`config.mk`:
```
export PLATFORM = sky130hd
export DESIGN_NAME = mmio_arbiter
export DESIGN_NICKNAME = d
export VERILOG_FILES = /design/src/rtl/mmio_arbiter_pkg.sv /design/src/rtl/mmio_arb_starve.sv /design/src/rtl/mmio_arbiter.sv
export SDC_FILE = /design/constraint.sdc
export NUM_CORES = 1
export LEC_CHECK = 0
export BUFFER_PORTS_ARGS = -buffer_cell sky130_fd_sc_hd__buf_2
export CORE_AREA = 2 2 99 101
export CTS_CLUSTER_DIAMETER = 80
export DETAILED_ROUTE_END_ITERATION = 6
export DIE_AREA = 0 0 101 103
export GPL_ROUTABILITY_DRIVEN = 0
export PLACE_DENSITY = 0.71
export SLEW_MARGIN = 10
export SYNTH_ARGS = -nofsm -noshare
export SYNTH_HDL_FRONTEND = slang
export SYNTH_SLANG_ARGS = --single-unit
```
`constraint.sdc`:
```
create_clock -name clk -period 3.3 [get_ports clk]
set_clock_uncertainty 0.2 [all_clocks]
set_input_delay 0.33 -clock clk [delete_from_list [all_inputs] [get_ports clk]]
set_output_delay 0.33 -clock clk [all_outputs]
set_load 0.03 [all_outputs]
```
`src/rtl/mmio_arbiter_pkg.sv`:
```
// Shared types and constants for the mmio arbiter: FSM states, latched command
// layout and the MMIO address map used by the requesters.
package mmio_arbiter_pkg;

    typedef enum logic [1:0] {
        StIdle  = 2'd0,
        StIssue = 2'd1,
        StRead  = 2'd2,
        StDone  = 2'd3
    } arb_state_e;

    typedef struct packed {
        logic        we;
        logic [15:0] addr;
        logic        byte_select;
        logic        byte_enable;
        logic [15:0] wdata;
    } mmio_cmd_t;

    localparam logic [15:0] MmioLedAddr      = 16'hff00;
    localparam logic [15:0] MmioUartDataAddr = 16'hff02;
    localparam logic [15:0] MmioSwitchAddr   = 16'hff04;
    localparam logic [15:0] MmioSoundAddr    = 16'hff06;
    localparam logic [15:0] MmioTimerAddr    = 16'hff08;
    localparam logic [15:0] MmioDmaCtrlAddr  = 16'hff20;

    // Counter width for a 0..max_wait saturating count, never narrower than 1 bit.
    function automatic int unsigned starve_width(input int unsigned max_wait);
        return (max_wait == 0) ? 1 : $clog2(max_wait + 1);
    endfunction

endpackage

```
`src/rtl/mmio_arb_starve.sv`:
```
// Saturating DMA starvation counter; flags when DMA has lost DMA_MAX_WAIT cycles
// in a row and must win the next arbitration.
module mmio_arb_starve
    import mmio_arbiter_pkg::*;
#(
    parameter int unsigned DMA_MAX_WAIT = 8
) (
    input  logic clk,
    input  logic rst,
    input  logic dma_req,
    input  logic dma_granted,
    output logic starved
);

    localparam int unsigned W = starve_width(DMA_MAX_WAIT);
    localparam logic [W-1:0] MaxCount = W'(DMA_MAX_WAIT);

    logic [W-1:0] count_q, count_d;

    always_comb begin
        count_d = count_q;
        if (!dma_req || dma_granted) begin
            count_d = '0;
        end else if (count_q != MaxCount) begin
            count_d = count_q + W'(1);
        end
    end

    always_ff @(posedge clk or posedge rst) begin
        if (rst) begin
            count_q <= '0;
        end else begin
            count_q <= count_d;
        end
    end

    // The count saturates, so equality is the same as reaching the threshold.
    assign starved = (count_q == MaxCount);

endmodule

```
`src/rtl/mmio_arbiter.sv`:
```
// Two-requester (CPU, DMA) arbiter for the single mmio port: grant, issue with
// stall stretching, read capture and a one-cycle registered ack.
module mmio_arbiter
    import mmio_arbiter_pkg::*;
#(
    parameter int unsigned DMA_MAX_WAIT = 8
) (
    input  logic        clk,
    input  logic        rst,
    input  logic        cpu_req,
    input  logic        cpu_we,
    input  logic [15:0] cpu_addr,
    input  logic        cpu_byte_select,
    input  logic        cpu_byte_enable,
    input  logic [15:0] cpu_wdata,
    output logic        cpu_ack,
    output logic [15:0] cpu_rdata,
    input  logic        dma_req,
    input  logic        dma_we,
    input  logic [15:0] dma_addr,
    input  logic        dma_byte_select,
    input  logic        dma_byte_enable,
    input  logic [15:0] dma_wdata,
    output logic        dma_ack,
    output logic [15:0] dma_rdata,
    output logic        mmio_en,
    output logic        mmio_write_enable,
    output logic [15:0] mmio_addr,
    output logic        mmio_byte_select,
    output logic        mmio_byte_enable,
    output logic [15:0] mmio_wdata,
    input  logic [15:0] mmio_rdata,
    input  logic        mmio_wait,
    output logic        grant_dma,
    output logic        busy
);

    arb_state_e  state_q, state_d;
    mmio_cmd_t   cmd_q, cmd_d;
    mmio_cmd_t   cpu_cmd, dma_cmd;
    logic        grant_dma_q, grant_dma_d;
    logic [15:0] cpu_rdata_q, dma_rdata_q;
    logic        starved, dma_wins, dma_grant_now, dma_granted;

    assign cpu_cmd = '{we: cpu_we, addr: cpu_addr, byte_select: cpu_byte_select,
                       byte_enable: cpu_byte_enable, wdata: cpu_wdata};
    assign dma_cmd = '{we: dma_we, addr: dma_addr, byte_select: dma_byte_select,
                       byte_enable: dma_byte_enable, wdata: dma_wdata};

    always_comb begin
        state_d       = state_q;
        cmd_d         = cmd_q;
        grant_dma_d   = grant_dma_q;
        dma_wins      = 1'b0;
        dma_grant_now = 1'b0;
        unique case (state_q)
            StIdle: begin
                if (cpu_req || dma_req) begin
                    dma_wins      = dma_req && (starved || !cpu_req);
                    dma_grant_now = dma_wins;
                    grant_dma_d   = dma_wins;
                    cmd_d         = dma_wins ? dma_cmd : cpu_cmd;
                    state_d       = StIssue;
                end
            end
            StIssue: begin
                if (!mmio_wait) begin
                    state_d = cmd_q.we ? StDone : StRead;
                end
            end
            StRead:  state_d = StDone;
            StDone:  state_d = StIdle;
            default: state_d = StIdle;
        endcase
    end

    always_ff @(posedge clk or posedge rst) begin
        if (rst) begin
            state_q     <= StIdle;
            cmd_q       <= '0;
            grant_dma_q <= 1'b0;
        end else begin
            state_q     <= state_d;
            cmd_q       <= cmd_d;
            grant_dma_q <= grant_dma_d;
        end
    end

    always_ff @(posedge clk or posedge rst) begin
        if (rst) begin
            cpu_rdata_q <= '0;
            dma_rdata_q <= '0;
        end else if (state_q == StRead) begin
            if (grant_dma_q) begin
                dma_rdata_q <= mmio_rdata;
            end else begin
                cpu_rdata_q <= mmio_rdata;
            end
        end
    end

    // DMA counts as granted for the whole of its own transaction, not just the grant cycle.
    assign dma_granted = dma_grant_now || ((state_q != StIdle) && grant_dma_q);

    mmio_arb_starve #(
        .DMA_MAX_WAIT(DMA_MAX_WAIT)
    ) u_starve (
        .clk        (clk),
        .rst        (rst),
        .dma_req    (dma_req),
        .dma_granted(dma_granted),
        .starved    (starved)
    );

    assign mmio_en           = (state_q == StIssue);
    assign mmio_write_enable = mmio_en && cmd_q.we;
    assign mmio_addr         = cmd_q.addr;
    assign mmio_byte_select  = cmd_q.byte_select;
    assign mmio_byte_enable  = cmd_q.byte_enable;
    assign mmio_wdata        = cmd_q.wdata;
    assign cpu_ack           = (state_q == StDone) && !grant_dma_q;
    assign dma_ack           = (state_q == StDone) && grant_dma_q;
    assign cpu_rdata         = cpu_rdata_q;
    assign dma_rdata         = dma_rdata_q;
    assign grant_dma         = grant_dma_q;
    assign busy              = (state_q != StIdle);

endmodule

```
; ---- Word-level counts from Yosys, hierarchy flattened
; Index checks and enable logic that the tools add are counted.
[word_totals]
ff_bits = 74
inputBits = 91
output_inout_bits = 72
[classes]
addsub = 1
n_eq_ne = 7
mux = 9
bitwise = 1
n_reduce_logical = 19
[op_table]
columns = op, count
row1 = two-way mux 35 bit, 1
row2 = two-way mux 4 bit, 2
row3 = one-hot mux 2 bit (4 select lines), 1
row4 = AND reduction 2 bit, 4
row5 = logical AND 1 bit, 5
row6 = adder 4 x 1 -> 4 bit (second input constant), 1
row7 = equality test 2 bit (second input constant), 2
row8 = equality test 4 bit (second input constant), 1
row9 = logical OR 1 bit, 4
row10 = two-way mux 2 bit, 2
row11 = inequality test 2 bit (second input constant), 2
row12 = inequality test 4 bit (second input constant), 1
row13 = nonzero test 2 bit, 2
row14 = zero test 1 bit, 3
row15 = two-way mux 1 bit, 3
row16 = equality test 2 x 1 -> 1 bit (second input constant), 1
row17 = zero test 2 bit, 1
row18 = inverter 1 bit, 1

; ---- Logic depth before layout (Yosys ltp)
[logic_depth]
word_depth = 8
depth_mapped = 8
depth_no_buf = 5

; ---- Hierarchy
; From an unflattened synthesis, not the netlist that was laid out.
[unflattened]
cells_unflattened = 352
hier_area_um2 = 3677.3
[by_module_without_submodules]
columns = mod, instances, cells_per_inst, area_each_um2
row1 = mmio_arbiter, 1, 329, 3405.8
row2 = mmio_arb_starve, 1, 23, 271.5

; ---- Worst setup path before layout
; No wires, ideal clock.
[synth_path]
path_kind = register to output
from = register state_q[0]
to = output port busy
arrival_ps = 1321
required_time_ps = 2770
setup_slack_ps = 1449
path_stages_with_launch = 6
path_buffers = 2
path_cell_list = dfrtp_1 -> inv_1 -> ha_1 -> buf_2 -> buf_1 -> inv_1
[synth_between]
elab_chain_cells = 1
[synth_lines]
columns = item, line
row1 = from (decl), mmio_arbiter.sv:38  ; arb_state_e state_q, state_d;
row2 = from (signal assigned), mmio_arbiter.sv:79  ; state_q <= StIdle;
row3 = from (signal assigned), mmio_arbiter.sv:83  ; state_q <= state_d;
row4 = nonzero test 2 bit, mmio_arbiter.sv:126  ; assign busy = (state_q != StIdle);
row5 = to (decl), mmio_arbiter.sv:35  ; output logic busy
; No other way between the ends.

; ---- Final worst setup path
[layout_path]
from = register u_starve.count_q[0]
to = register cmd_q (netlist bit mmio_addr[9])
[layout_between]
elab_chain_cells = 4
[layout_lines]
columns = item, line
row1 = from (decl), mmio_arb_starve.sv:18  ; logic [W-1:0] count_q, count_d;
row2 = from (signal assigned), mmio_arb_starve.sv:33  ; count_q <= count_d;
row3 = equality test 4 bit, mmio_arb_starve.sv:38  ; assign starved = (count_q == MaxCount);
row4 = logical OR 1 bit, mmio_arbiter.sv:59  ; dma_wins = dma_req && (starved || !cpu_req);
row5 = logical AND 1 bit, mmio_arbiter.sv:59
row6 = two-way mux 35 bit, mmio_arbiter.sv:62  ; cmd_d = dma_wins ? dma_cmd : cpu_cmd;
row7 = to (signal assigned), mmio_arbiter.sv:84  ; cmd_q <= cmd_d;
row8 = to (decl), mmio_arbiter.sv:39  ; mmio_cmd_t cmd_q, cmd_d;
; No other way between the ends.
; A chain may end at the register's enable or synchronous reset.

==> reports/summary.txt <==
WHS -> 0.0231 ns
first-pass GRT wire length -> 14400 µm
ys flop type -> dfrtp_1
fin. max-slew vios -> 0
pin count of the biggest net entering global routing -> 42
die area -> 0.0104 mm²
Finished Layout Cells -> 590
share of cells above drive strength 1 -> 0.471
Seq/Total Area, Yosys -> 0.504
post-CTS sizing -> 0
worst-path fanout max -> 23
Hold Crit Start -> mmio_rdata[0]
CP startpoint kind -> flop
Setup crit end kind -> flop
Synthesis Warnings -> 0
Antenna Cells -> 0
Mapped Nets -> 446
vias in the first global route -> 2964
share of flip-flops with an asynchronous set or reset -> 1.00
DRC Markers -> 0
Post-DP HPWL -> 6610 µm
dpl ws -> 1.03 ns
Clock Sinks -> 74
f_max -> 445 MHz
Peak VDD IR -> 0.376 mV
Setup Viol. Count Final -> 0
worst endpoint required time -> 3.31 ns
CP Data Arrival Time -> 2.26 ns
initial drt markers -> 87
CTS root buffer -> clkbuf_8
area delta synth->final -> 22.9%
Routed WL -> 8930 µm
Ports -> 163
WL/cell -> 15.1 µm
DR vias -> 3011
Reg area -> 0.00185 mm²
placed insts -> 573
core area -> 0.00946 mm²
crit path kind -> flop to flop
period utilization -> 0.681
Avg Inst Size Synth -> 10.6 µm²
Post-synth EDFFs -> 0
die height -> 103 µm
post-synth cell types -> 33
Die Width -> 101 µm
Synth Register Bits -> 74
Vias/cell -> 5.10
footprint of the multi-input gates -> 0.00143 mm²
Power Density -> 1030 mW/mm²
type of the tightest min-delay check -> input pin to flop
worst skew pair latency -> 0.34 ns
drt pass-1 iters -> 4
initial antenna violation count -> 0
outcome -> finished, final reports clean
Final Hold Fails -> 0
Clk pin slew, worst setup/hold paths -> 0.09 ns
final setup TNS -> 0 ns
CTS buffer count -> 9
Worst-Margin Slew -> 0.735 ns
Syn Inst Count -> 348
max-cap viol count -> 0
Routed Antenna Nets -> 0
GRT Util Overall -> 0.177
Port-buffer cells -> 162
Final WS setup -> 1.05 ns
Slew headroom -> 0.510
Lkg Pwr -> 2.15 nW
TritonCTS clock tree -> yes
post-synth design cell area -> 0.00367 mm²
RR Startpoint -> u_starve.count_q[0]
Critical Path Source -> u_starve.count_q[0]
# fillers -> 910
Overflow after GRT -> 0
RSZ-0062 raised after global routing -> false
H-tree depth -> 3
Rows -> 36
Nets -> 569
minimum clock period -> 2.25 ns
clock buffer depth -> 2
Starting Density -> 0.388
==> Yosys cell counts, types with 2 or more instances <==
library cell,count,area (µm²)
nand2_1,72,270
xnor2_1,2,17.5
inv_1,8,30.0
a211oi_1,3,22.5
ha_1,7,87.6
dfrtp_1,74,1850
and2_1,2,12.5
buf_2,11,55.1
clkbuf_1,10,37.5
buf_4,35,263
nand4_1,35,219
o211ai_1,35,263
nor2_1,2,7.51
mux2_2,33,372
==> area by class of cell <==
class                   instances  share of cell area
inverters                       8             0.00665
clock buffers                   9              0.0274
flip-flops and latches         74               0.410
repair buffers                170               0.196
well taps                     114              0.0316
clock inverters                 7              0.0130
multi-input cells             208               0.315
==> cell families after synthesis <==
| family | after synthesis | share of synthesized area |
|---|---|---|
| AOI/OAI and AO/OA | 48 | 0.105 |
| xor gates and xnor gates | 3 | 0.00715 |
| adders and majority gates | 7 | 0.0238 |
| buffers and inverters | 66 | 0.109 |
| DFF | 74 | 0.504 |
| muxes | 34 | 0.104 |
| and+or+nand+nor | 116 | 0.148 |
==> path summary, 6_finish.rpt <==
kind | slack (ns) | depth (start not counted) | end
min in group asynchronous | 0.46 | 3 | dma_rdata[9]
setup / recovery | 1.05 | 6 | mmio_addr[9]
hold reg to reg | 0.30 | 2 | mmio_wdata[13]
hold / removal | 0.02 | 2 | cpu_rdata[0]
max in group asynchronous | 1.78 | 4 | mmio_wdata[4]
setup reg to reg | 1.05 | 6 | mmio_addr[9]
==> cells in the final DEF, fill, tap and decap left out, types with 2 or more instances in the layout <==
cell        count
buf_2         162
dfrtp_1        74
nand2_1        72
nand4_1        35
o211ai_1       35
mux2_2         33
clkbuf_8        9
inv_1           7
ha_1            6
buf_4           6
inv_6           4
a211oi_1        3
nor2_1          2
and2_1          2
xnor2_1         2
clkinvlp_4      2
==> power breakdown <==
part           total (W)  switching, W  internal (W)
registers        0.00156      0.000223       0.00134
logic            0.00243       0.00161      0.000822
clock network   0.000648      0.000363      0.000284
total            0.00464       0.00220       0.00244
==> stage by stage <==
| stage | cell area (µm²) | utilization | power [W] |
|---|---|---|---|
| final | 4520 | 0.478 | 0.00464 |
| after CTS | 4520 | 0.478 | 0.00470 |
| after global placement | 4330 | 0.457 | 0.00397 |
| after global routing | 4520 | 0.478 | 0.00498 |
| after floorplan | 3670 | - | 0.00356 |
| after detailed placement | 4330 | 0.457 | 0.00404 |
==> what timing repair did <==
item / in CTS / in global routing
setup buffers: 0 / 0
endpoints found under the hold margin: 33 / 0
hold buffers: 1 / 0
==> registers in the layout, summed over array words and instances (netlist names) <==
signal / flops
dma_rdata: 16
mmio_wdata: 16
grant_dma: 1
mmio_byte_enable: 1
cmd_q: 1
state_q: 2
cpu_rdata: 16
mmio_addr: 16
u_starve.count_q: 4
mmio_byte_select: 1
==> metal layers <==
layer,global-route usage,part of all wire,up-vias
met5,0,0,-
met3,0.0386,0.087,10
met4,0.0634,0.013,0
met2,0.292,0.48,150
li1,-,-,1449
met1,0.231,0.42,1402
==> critical path, stage by stage (launching register included) <==
cell and delay (ns):
dfrtp_1 0.37, inv_1 0.08, ha_1 0.21, and3b_1 0.28
o21ai_4 0.53, buf_4 0.32, o211ai_1 0.12
Note: power is estimated with default switching activity, not from simulation.
